File: config.mk
export PLATFORM = sky130hd
export DESIGN_NAME = coeff_loader
export DESIGN_NICKNAME = d
export VERILOG_FILES = /design/src/rtl/coeff_loader.sv
export SDC_FILE = /design/constraint.sdc
export NUM_CORES = 2
export LEC_CHECK = 0
export ABC_AREA = 1
export CAP_MARGIN = 10
export CORE_AREA = 2 2 665 667
export CTS_CLUSTER_SIZE = 8
export DETAILED_ROUTE_END_ITERATION = 10
export DIE_AREA = 0 0 667 669
export MAX_ROUTING_LAYER = met4
export PLACE_DENSITY = 0.57
export SLEW_MARGIN = 20
export SYNTH_ARGS = -nofsm -noshare
export SYNTH_HDL_FRONTEND = slang
export SYNTH_SLANG_ARGS = --single-unit
File: constraint.sdc
create_clock -name clk -period 54.3 [get_ports clk]
set_input_delay 10.86 -clock clk [delete_from_list [all_inputs] [get_ports clk]]
set_output_delay 10.86 -clock clk [all_outputs]
set_load 0.01 [all_outputs]
File: src/rtl/coeff_loader.sv
// Bit-serial coefficient loader: assembles 53 words into a shadow bank and
// commits the whole bank to the comparator-facing registers in one cycle.
module coeff_loader #(
    parameter int WORD_W    = 32,
    parameter int LIMIT_W   = 20,
    parameter int NUM_WORDS = 53
) (
    input  logic               clk,
    input  logic               GlobalReset,
    input  logic               load_start,
    input  logic               scan_in,
    input  logic               scan_valid,
    output logic               busy,
    output logic               load_done,
    output logic [LIMIT_W-1:0] section_limit,
    output logic [WORD_W-1:0]  coeff1_0, coeff1_1, coeff1_2, coeff1_3, coeff1_4, coeff1_5,
    output logic [WORD_W-1:0]  coeff1_6, coeff1_7, coeff1_8, coeff1_9, coeff1_10,
    output logic [WORD_W-1:0]  coeff2_0, coeff2_1, coeff2_2, coeff2_3, coeff2_4, coeff2_5,
    output logic [WORD_W-1:0]  coeff2_6, coeff2_7, coeff2_8, coeff2_9, coeff2_10,
    output logic [WORD_W-1:0]  coeff3_0, coeff3_1, coeff3_2, coeff3_3, coeff3_4, coeff3_5,
    output logic [WORD_W-1:0]  coeff3_6, coeff3_7, coeff3_8, coeff3_9, coeff3_10,
    output logic [WORD_W-1:0]  coeff4_0, coeff4_1, coeff4_2, coeff4_3, coeff4_4, coeff4_5,
    output logic [WORD_W-1:0]  coeff4_6, coeff4_7, coeff4_8, coeff4_9, coeff4_10,
    output logic [WORD_W-1:0]  mean1, mean2, mean3, mean4,
    output logic [WORD_W-1:0]  std1, std2, std3, std4
);

    localparam int BIT_W = $clog2(WORD_W);
    localparam int CNT_W = $clog2(NUM_WORDS);
    localparam logic [BIT_W-1:0] LAST_BIT  = BIT_W'(WORD_W - 1);
    localparam logic [CNT_W-1:0] LAST_WORD = CNT_W'(NUM_WORDS - 1);

    typedef enum logic [1:0] {
        IDLE   = 2'd0,
        SHIFT  = 2'd1,
        COMMIT = 2'd2
    } state_t;

    state_t              state;
    logic [BIT_W-1:0]    bit_cnt;
    logic [CNT_W-1:0]    word_cnt;
    logic [WORD_W-2:0]   shift_reg;
    logic [WORD_W-1:0]   word_in;
    logic [LIMIT_W-1:0]  shadow_limit;
    logic [WORD_W-1:0]   shadow [1:NUM_WORDS-1];
    logic [WORD_W-1:0]   active [1:NUM_WORDS-1];

    assign word_in = {shift_reg, scan_in};

    always_ff @(posedge clk) begin
        if (GlobalReset) begin
            state         <= IDLE;
            busy          <= 1'b0;
            load_done     <= 1'b0;
            bit_cnt       <= '0;
            word_cnt      <= '0;
            shift_reg     <= '0;
            shadow_limit  <= '0;
            section_limit <= '0;
            for (int i = 1; i < NUM_WORDS; i++) begin
                shadow[i] <= '0;
                active[i] <= '0;
            end
        end else begin
            load_done <= 1'b0;
            case (state)
                IDLE: begin
                    if (load_start) begin
                        state    <= SHIFT;
                        busy     <= 1'b1;
                        bit_cnt  <= '0;
                        word_cnt <= '0;
                    end
                end
                SHIFT: begin
                    // A restart wins over any scan bit presented in the same cycle.
                    if (load_start) begin
                        bit_cnt  <= '0;
                        word_cnt <= '0;
                    end else if (scan_valid) begin
                        shift_reg <= word_in[WORD_W-2:0];
                        if (bit_cnt == LAST_BIT) begin
                            bit_cnt <= '0;
                            if (word_cnt == '0) begin
                                shadow_limit <= word_in[LIMIT_W-1:0];
                            end else begin
                                shadow[word_cnt] <= word_in;
                            end
                            if (word_cnt == LAST_WORD) begin
                                word_cnt  <= '0;
                                state     <= COMMIT;
                                load_done <= 1'b1;
                            end else begin
                                word_cnt <= word_cnt + 1'b1;
                            end
                        end else begin
                            bit_cnt <= bit_cnt + 1'b1;
                        end
                    end
                end
                COMMIT: begin
                    section_limit <= shadow_limit;
                    for (int i = 1; i < NUM_WORDS; i++) begin
                        active[i] <= shadow[i];
                    end
                    if (load_start) begin
                        state    <= SHIFT;
                        bit_cnt  <= '0;
                        word_cnt <= '0;
                    end else begin
                        state <= IDLE;
                        busy  <= 1'b0;
                    end
                end
                default: begin
                    state <= IDLE;
                    busy  <= 1'b0;
                end
            endcase
        end
    end

    // Each section occupies 13 consecutive words: 11 coefficients, mean, std.
    assign coeff1_0  = active[1];
    assign coeff1_1  = active[2];
    assign coeff1_2  = active[3];
    assign coeff1_3  = active[4];
    assign coeff1_4  = active[5];
    assign coeff1_5  = active[6];
    assign coeff1_6  = active[7];
    assign coeff1_7  = active[8];
    assign coeff1_8  = active[9];
    assign coeff1_9  = active[10];
    assign coeff1_10 = active[11];
    assign mean1     = active[12];
    assign std1      = active[13];

    assign coeff2_0  = active[14];
    assign coeff2_1  = active[15];
    assign coeff2_2  = active[16];
    assign coeff2_3  = active[17];
    assign coeff2_4  = active[18];
    assign coeff2_5  = active[19];
    assign coeff2_6  = active[20];
    assign coeff2_7  = active[21];
    assign coeff2_8  = active[22];
    assign coeff2_9  = active[23];
    assign coeff2_10 = active[24];
    assign mean2     = active[25];
    assign std2      = active[26];

    assign coeff3_0  = active[27];
    assign coeff3_1  = active[28];
    assign coeff3_2  = active[29];
    assign coeff3_3  = active[30];
    assign coeff3_4  = active[31];
    assign coeff3_5  = active[32];
    assign coeff3_6  = active[33];
    assign coeff3_7  = active[34];
    assign coeff3_8  = active[35];
    assign coeff3_9  = active[36];
    assign coeff3_10 = active[37];
    assign mean3     = active[38];
    assign std3      = active[39];

    assign coeff4_0  = active[40];
    assign coeff4_1  = active[41];
    assign coeff4_2  = active[42];
    assign coeff4_3  = active[43];
    assign coeff4_4  = active[44];
    assign coeff4_5  = active[45];
    assign coeff4_6  = active[46];
    assign coeff4_7  = active[47];
    assign coeff4_8  = active[48];
    assign coeff4_9  = active[49];
    assign coeff4_10 = active[50];
    assign mean4     = active[51];
    assign std4      = active[52];

endmodule

# After elaboration in Yosys (flattened, before gate mapping)
# Memories as Yosys holds them, arrays and structs flattened.
# Cells that the tools add are included.
word_totals:
  ff_bits: 86
  mem_bits_rw: 3328
  out_inout_bits: 1686
  wordCells: 182
  n_memories: 2
memory_table:
  columns: ["name", "depth", "word_bits", "rd", "rd_clocked_by_memory_dff", "wr", "line_no", "text"]
  rows:
  - ["active", 52, 32, 52, 0, 52, "46", "logic [WORD_W-1:0] active [1:NUM_WORDS-1];"]
  - ["shadow", 52, 32, 52, 0, 52, "45", "logic [WORD_W-1:0] shadow [1:NUM_WORDS-1];"]
op_classes:
  add_sub_neg: 2
  n_eq_ne: 13
  muxes: 89
  bitwise: 56
  reduce_logical: 12
ops:
  columns: ["operator", "n"]
  rows:
  - ["$mux 32", 53]
  - ["$or 1x1->1", 52]
  - ["$mux 6", 6]
  - ["$reduce_or 32->1", 1]
  - ["$mux 5", 4]
  - ["$mux 1", 17]
  - ["$ne 2x2->1 const B", 6]
  - ["$pmux 6 s2", 1]
  - ["$mux 2", 5]
  - ["$pmux 5 s2", 1]
  - ["$reduce_and 5->1", 2]
  - ["$reduce_and 3->1", 3]
  - ["$add 6x1->6 const B", 1]
  - ["$eq 6x6->1 const B", 1]
  - ["$logic_not 6->1", 1]
  - ["$ne 3x3->1 const B", 2]
  - ["$pmux 2 s3", 1]
  - ["$add 5x1->5 const B", 1]
  - ["$eq 5x5->1 const B", 1]
  - ["$reduce_or 5->1", 1]
  - ["$not 1->1", 4]
  - ["$reduce_and 4->1", 1]
  - ["$pmux 1 s3", 1]
  - ["$eq 2x1->1 const B", 1]
  - ["5 further kinds", 5]

# Logic depth before layout (Yosys ltp)
logic_depth:
  ltp_word: 10
  ltp_mapped: 11
  depth_no_buf: 11

# Worst setup path after synthesis
# Ideal clock, no wire load.
synth_timing:
  path_kind: "input to register"
  from: "input port GlobalReset"
  to: "register active[0][1000] (netlist name)"
  setup_time_ns: 2.678
  arrival_ns: 55.881
  t_required_ns: 51.622
  slack_ns: -4.260
  path_stages: 3
  path_cell_list: "inv_1 > o21ai_0 > clkbuf_1"
synth_lines:
  columns: ["element", "line_no", "text"]
  rows:
  - ["from (decl)", "9", "input logic GlobalReset,"]

==> summary.md <==
| Metric | Value |
|---|---|
| Clock skew | 0.105 ns |
| Port Buffers | 1690 |
| Syn-to-layout area delta | 29.3% |
| Vias | 77039 |
| Vias per cell | 4.49 |
| Most common cell on crit path | buf_4 |
| Initial Util | 28.4% |
| Synth Area in XOR/XNOR | 0.0140% |
| Simple-Gate Fraction of Synth Area | 10.9% |
| Clk buf depth | 4 |
| Global-route wire length before repair | 601000 µm |
| Detailed Route WL | 453000 µm |
| Multi-input logic area | 14400 µm² |
| Slowest stage cell, crit path | buf_4 |
| Max frequency | 55.9 MHz |
| Required time worst endpoint | 54.83 ns |
| Largest family of logic cells by synthesized area | simple AND/OR/NAND/NOR gates |
| Tmin final | 17.88 ns |
| Clock Latency Late Sink | 1.01 ns |
| Proportion of synthesized area in mux cells | 0% |
| Max-cap violations | 0 |
| CTS tree | yes |
| Die Span Y | 669 µm |
| Crit path cell chain | clkdlybuf4s50_1 > inv_6 > o21ai_4 > buf_4 > buf_12 > buf_4 > buf_4 > buf_4 > buf_4 > buf_4 > buf_4 |
| Leakage | 0.0604 µW |
| CTS Buf Count | 467 |
| DRT Pass-1 Iters | 6 |
| Mapped Nets | 9421 |
| Antenna-violating nets left | 0 |
| Crit path largest cell delay | 0.87 ns |
| DIE AREA | 446000 µm² |
| GP Congestion | 0.818 |
| Avg Cell Area, Syn | 13.2 µm² |
| Layout fillers | 41774 |
| # resized after CTS | 0 |
| Final net count | 11237 |
| Peak supply drop | 33.0 µV |
| Hold Crit Depth | 2 |
| Yosys reg bits | 3414 |
| Top delay family on crit path | buffers and inverters |
| Adder-cell share of the synthesized area | 0.0401% |
| Final setup viols | 0 |
| Iter 0 DRT Violations | 9848 |
| GRT Total Usage | 20.1% |
| Post-placement cell count | 16539 |
| Critical path class | in -> reg |
| H-tree Lvls | 5 |
| Die width | 667 µm |
| Per-cell routed wire length | 26.5 µm |
| Number of global-route vias before repair | 73283 |
| Hold_ws | 0.455 ns |
| Total power | 6060 µW |
| Core area | 440000 µm² |
| Setup TNS | 0 ns |
| Maximum fanout along the worst path | 150 |
| Io pins | 1691 |
| Crit path depth | 11 |
| Congestion Overflow GR | 0 |
| Finished Layout Cells | 17140 |
| Crit path DAT | 18.42 ns |
| Relative slew slack | 18.7% |
| Ys Warns | 0 |
| Post-synthesis cell area | 125000 µm² |
| Final HPWL DP | 285000 µm |
| Root Driver | clkbuf_16 |
| Layout cells sized above 1 | 6.82% |
| Final hold vios | 0 |
| Buf+Inv Stages, Crit Path | 10 |
| Slew at the pin with the worst max-slew slack | 1.22 ns |
| Post-synthesis sequential area ratio | 81.5% |
| Clock transition at the registers of the reported paths | 0.06 ns |
| Seq. cell area | 102000 µm² |
| Initial antenna violation count | 37 |
| Setup bufs post-CTS | 0 |
| Count of cell types in the netlist | 20 |
| Clock sink count | 3414 |
| Number of placement rows | 244 |
| Slew Limit Fails | 0 |
| Cell Pwr Density | 37.6 nW/µm² |
| Status | completed |
| Post-CTS Hold Buffers | 0 |
| Setup crit end kind | flop |
| Largest net degree at the start of global routing | 184 |
| Compound-Gate Fraction of Synth Area | 0.486% |
| Hold crit path type | reg -> reg |
| Final Cycle Share | 32.9% |
| Drt drc | 0 |
| Unrepaired setup endpoints after global routing | no |
| Mapped Cells | 9412 |
| Startpoint Class | input pin |
| FF-to-FF path depth | 10 |
-- layout make-up --
type                            instances  area share (%)
Clock buffer                          555            7.46
Multi-Input combinational cell       3696            8.95
Clock inverter                         34           0.436
Timing Repair Buffer                 1889            11.5
Inverter                             1760            4.15
Sequential cell                      3414            63.0
Antenna cell                           11          0.0171
Tap cell                             5781            4.48
-- metal layers --
layer	global-route usage (%)	routed length, µm	share of wire (%)
met4	8.62	21600	4.8
met2	32.0	217000	48
met5	-	0	0
met1	25.0	175000	39
met3	3.84	39800	8.8
-- worst reg2reg max path: stages, from the launching register on --
cell and delay [ns]:
dfxtp_1 0.39, inv_1 0.16, o21ai_4 0.15, buf_4 0.65
buf_12 0.69, buf_4 0.92, buf_4 0.79, buf_4 0.90
buf_4 0.75, buf_4 0.75, buf_4 0.90
-- kinds of logic (layout without fill, tap and decap cells) --
logic type,Yosys count,in the layout
and+or+nand+nor,3575,3575
DFF,3414,3414
buffers and inverters,2302,4238
AOI/OAI and AO/OA,115,115
adders and majority gates,4,4
xor gates and xnor gates,2,2
other,0,11
-- path summary, 6_finish.rpt --
path / from / end / slack [ns]
worst max-delay path: GlobalReset / active[0][782]$_SDFFCE_PN0P_ / 36.42
worst min-delay path: shadow[41][19]$_SDFFCE_PN0P_ / active[0][1331]$_SDFFCE_PN0P_ / 0.45
worst max register to register: state[1]$_SDFFE_PP0P_ / active[0][782]$_SDFFCE_PN0P_ / 46.76
worst min register to register: shadow[41][19]$_SDFFCE_PN0P_ / active[0][1331]$_SDFFCE_PN0P_ / 0.45
-- Yosys cell counts --
library cell	number	area, µm²
inv_1	1727	6480
o22ai_1	20	125
nor3b_1	1	7.51
nor3_2	1	10.0
clkbuf_1	419	1570
edfxtp_1	3328	99900
o211a_1	1	10.0
buf_1	10	37.5
a21oi_1	57	285
nand3_1	31	155
buf_2	113	566
dfxtp_1	86	1720
nor2_1	3375	12700
o21ai_0	37	185
ha_1	4	50.1
nand4_1	46	288
nor3_1	10	50.1
xor2_1	2	17.5
nand2_1	111	417
inv_2	33	124
-- per-stage QoR --
step / util [%] / setup slack (ns) / area, µm²
6_report: 36.7 / 36.42 / 161000
5_1_grt: 36.7 / 35.99 / 161000
4_1_cts: 36.7 / 36.48 / 161000
3_5_place_dp: 33.8 / 35.46 / 149000
3_3_place_gp: 33.8 / 35.54 / 148000
2_1_floorplan: - / 21.27 / 125000
-- where the power goes --
part           switching (µW)  internal [µW]
logic                     204            121
clock network            1100           1540
registers                73.7           3020
-- cell usage in the layout (no fill, tap or decap), drive strengths merged, types with 20 or more instances in the layout --
cell           count
nand3             31
nand4             46
o22ai             20
nor2            3375
a21oi             57
edfxtp          3328
dfxtp             86
nand2            111
clkinv            23
inv             1769
o21ai             37
buf              199
clkdlybuf4s50   1690
clkbuf           555
Note: power is estimated with default switching activity, not from simulation.
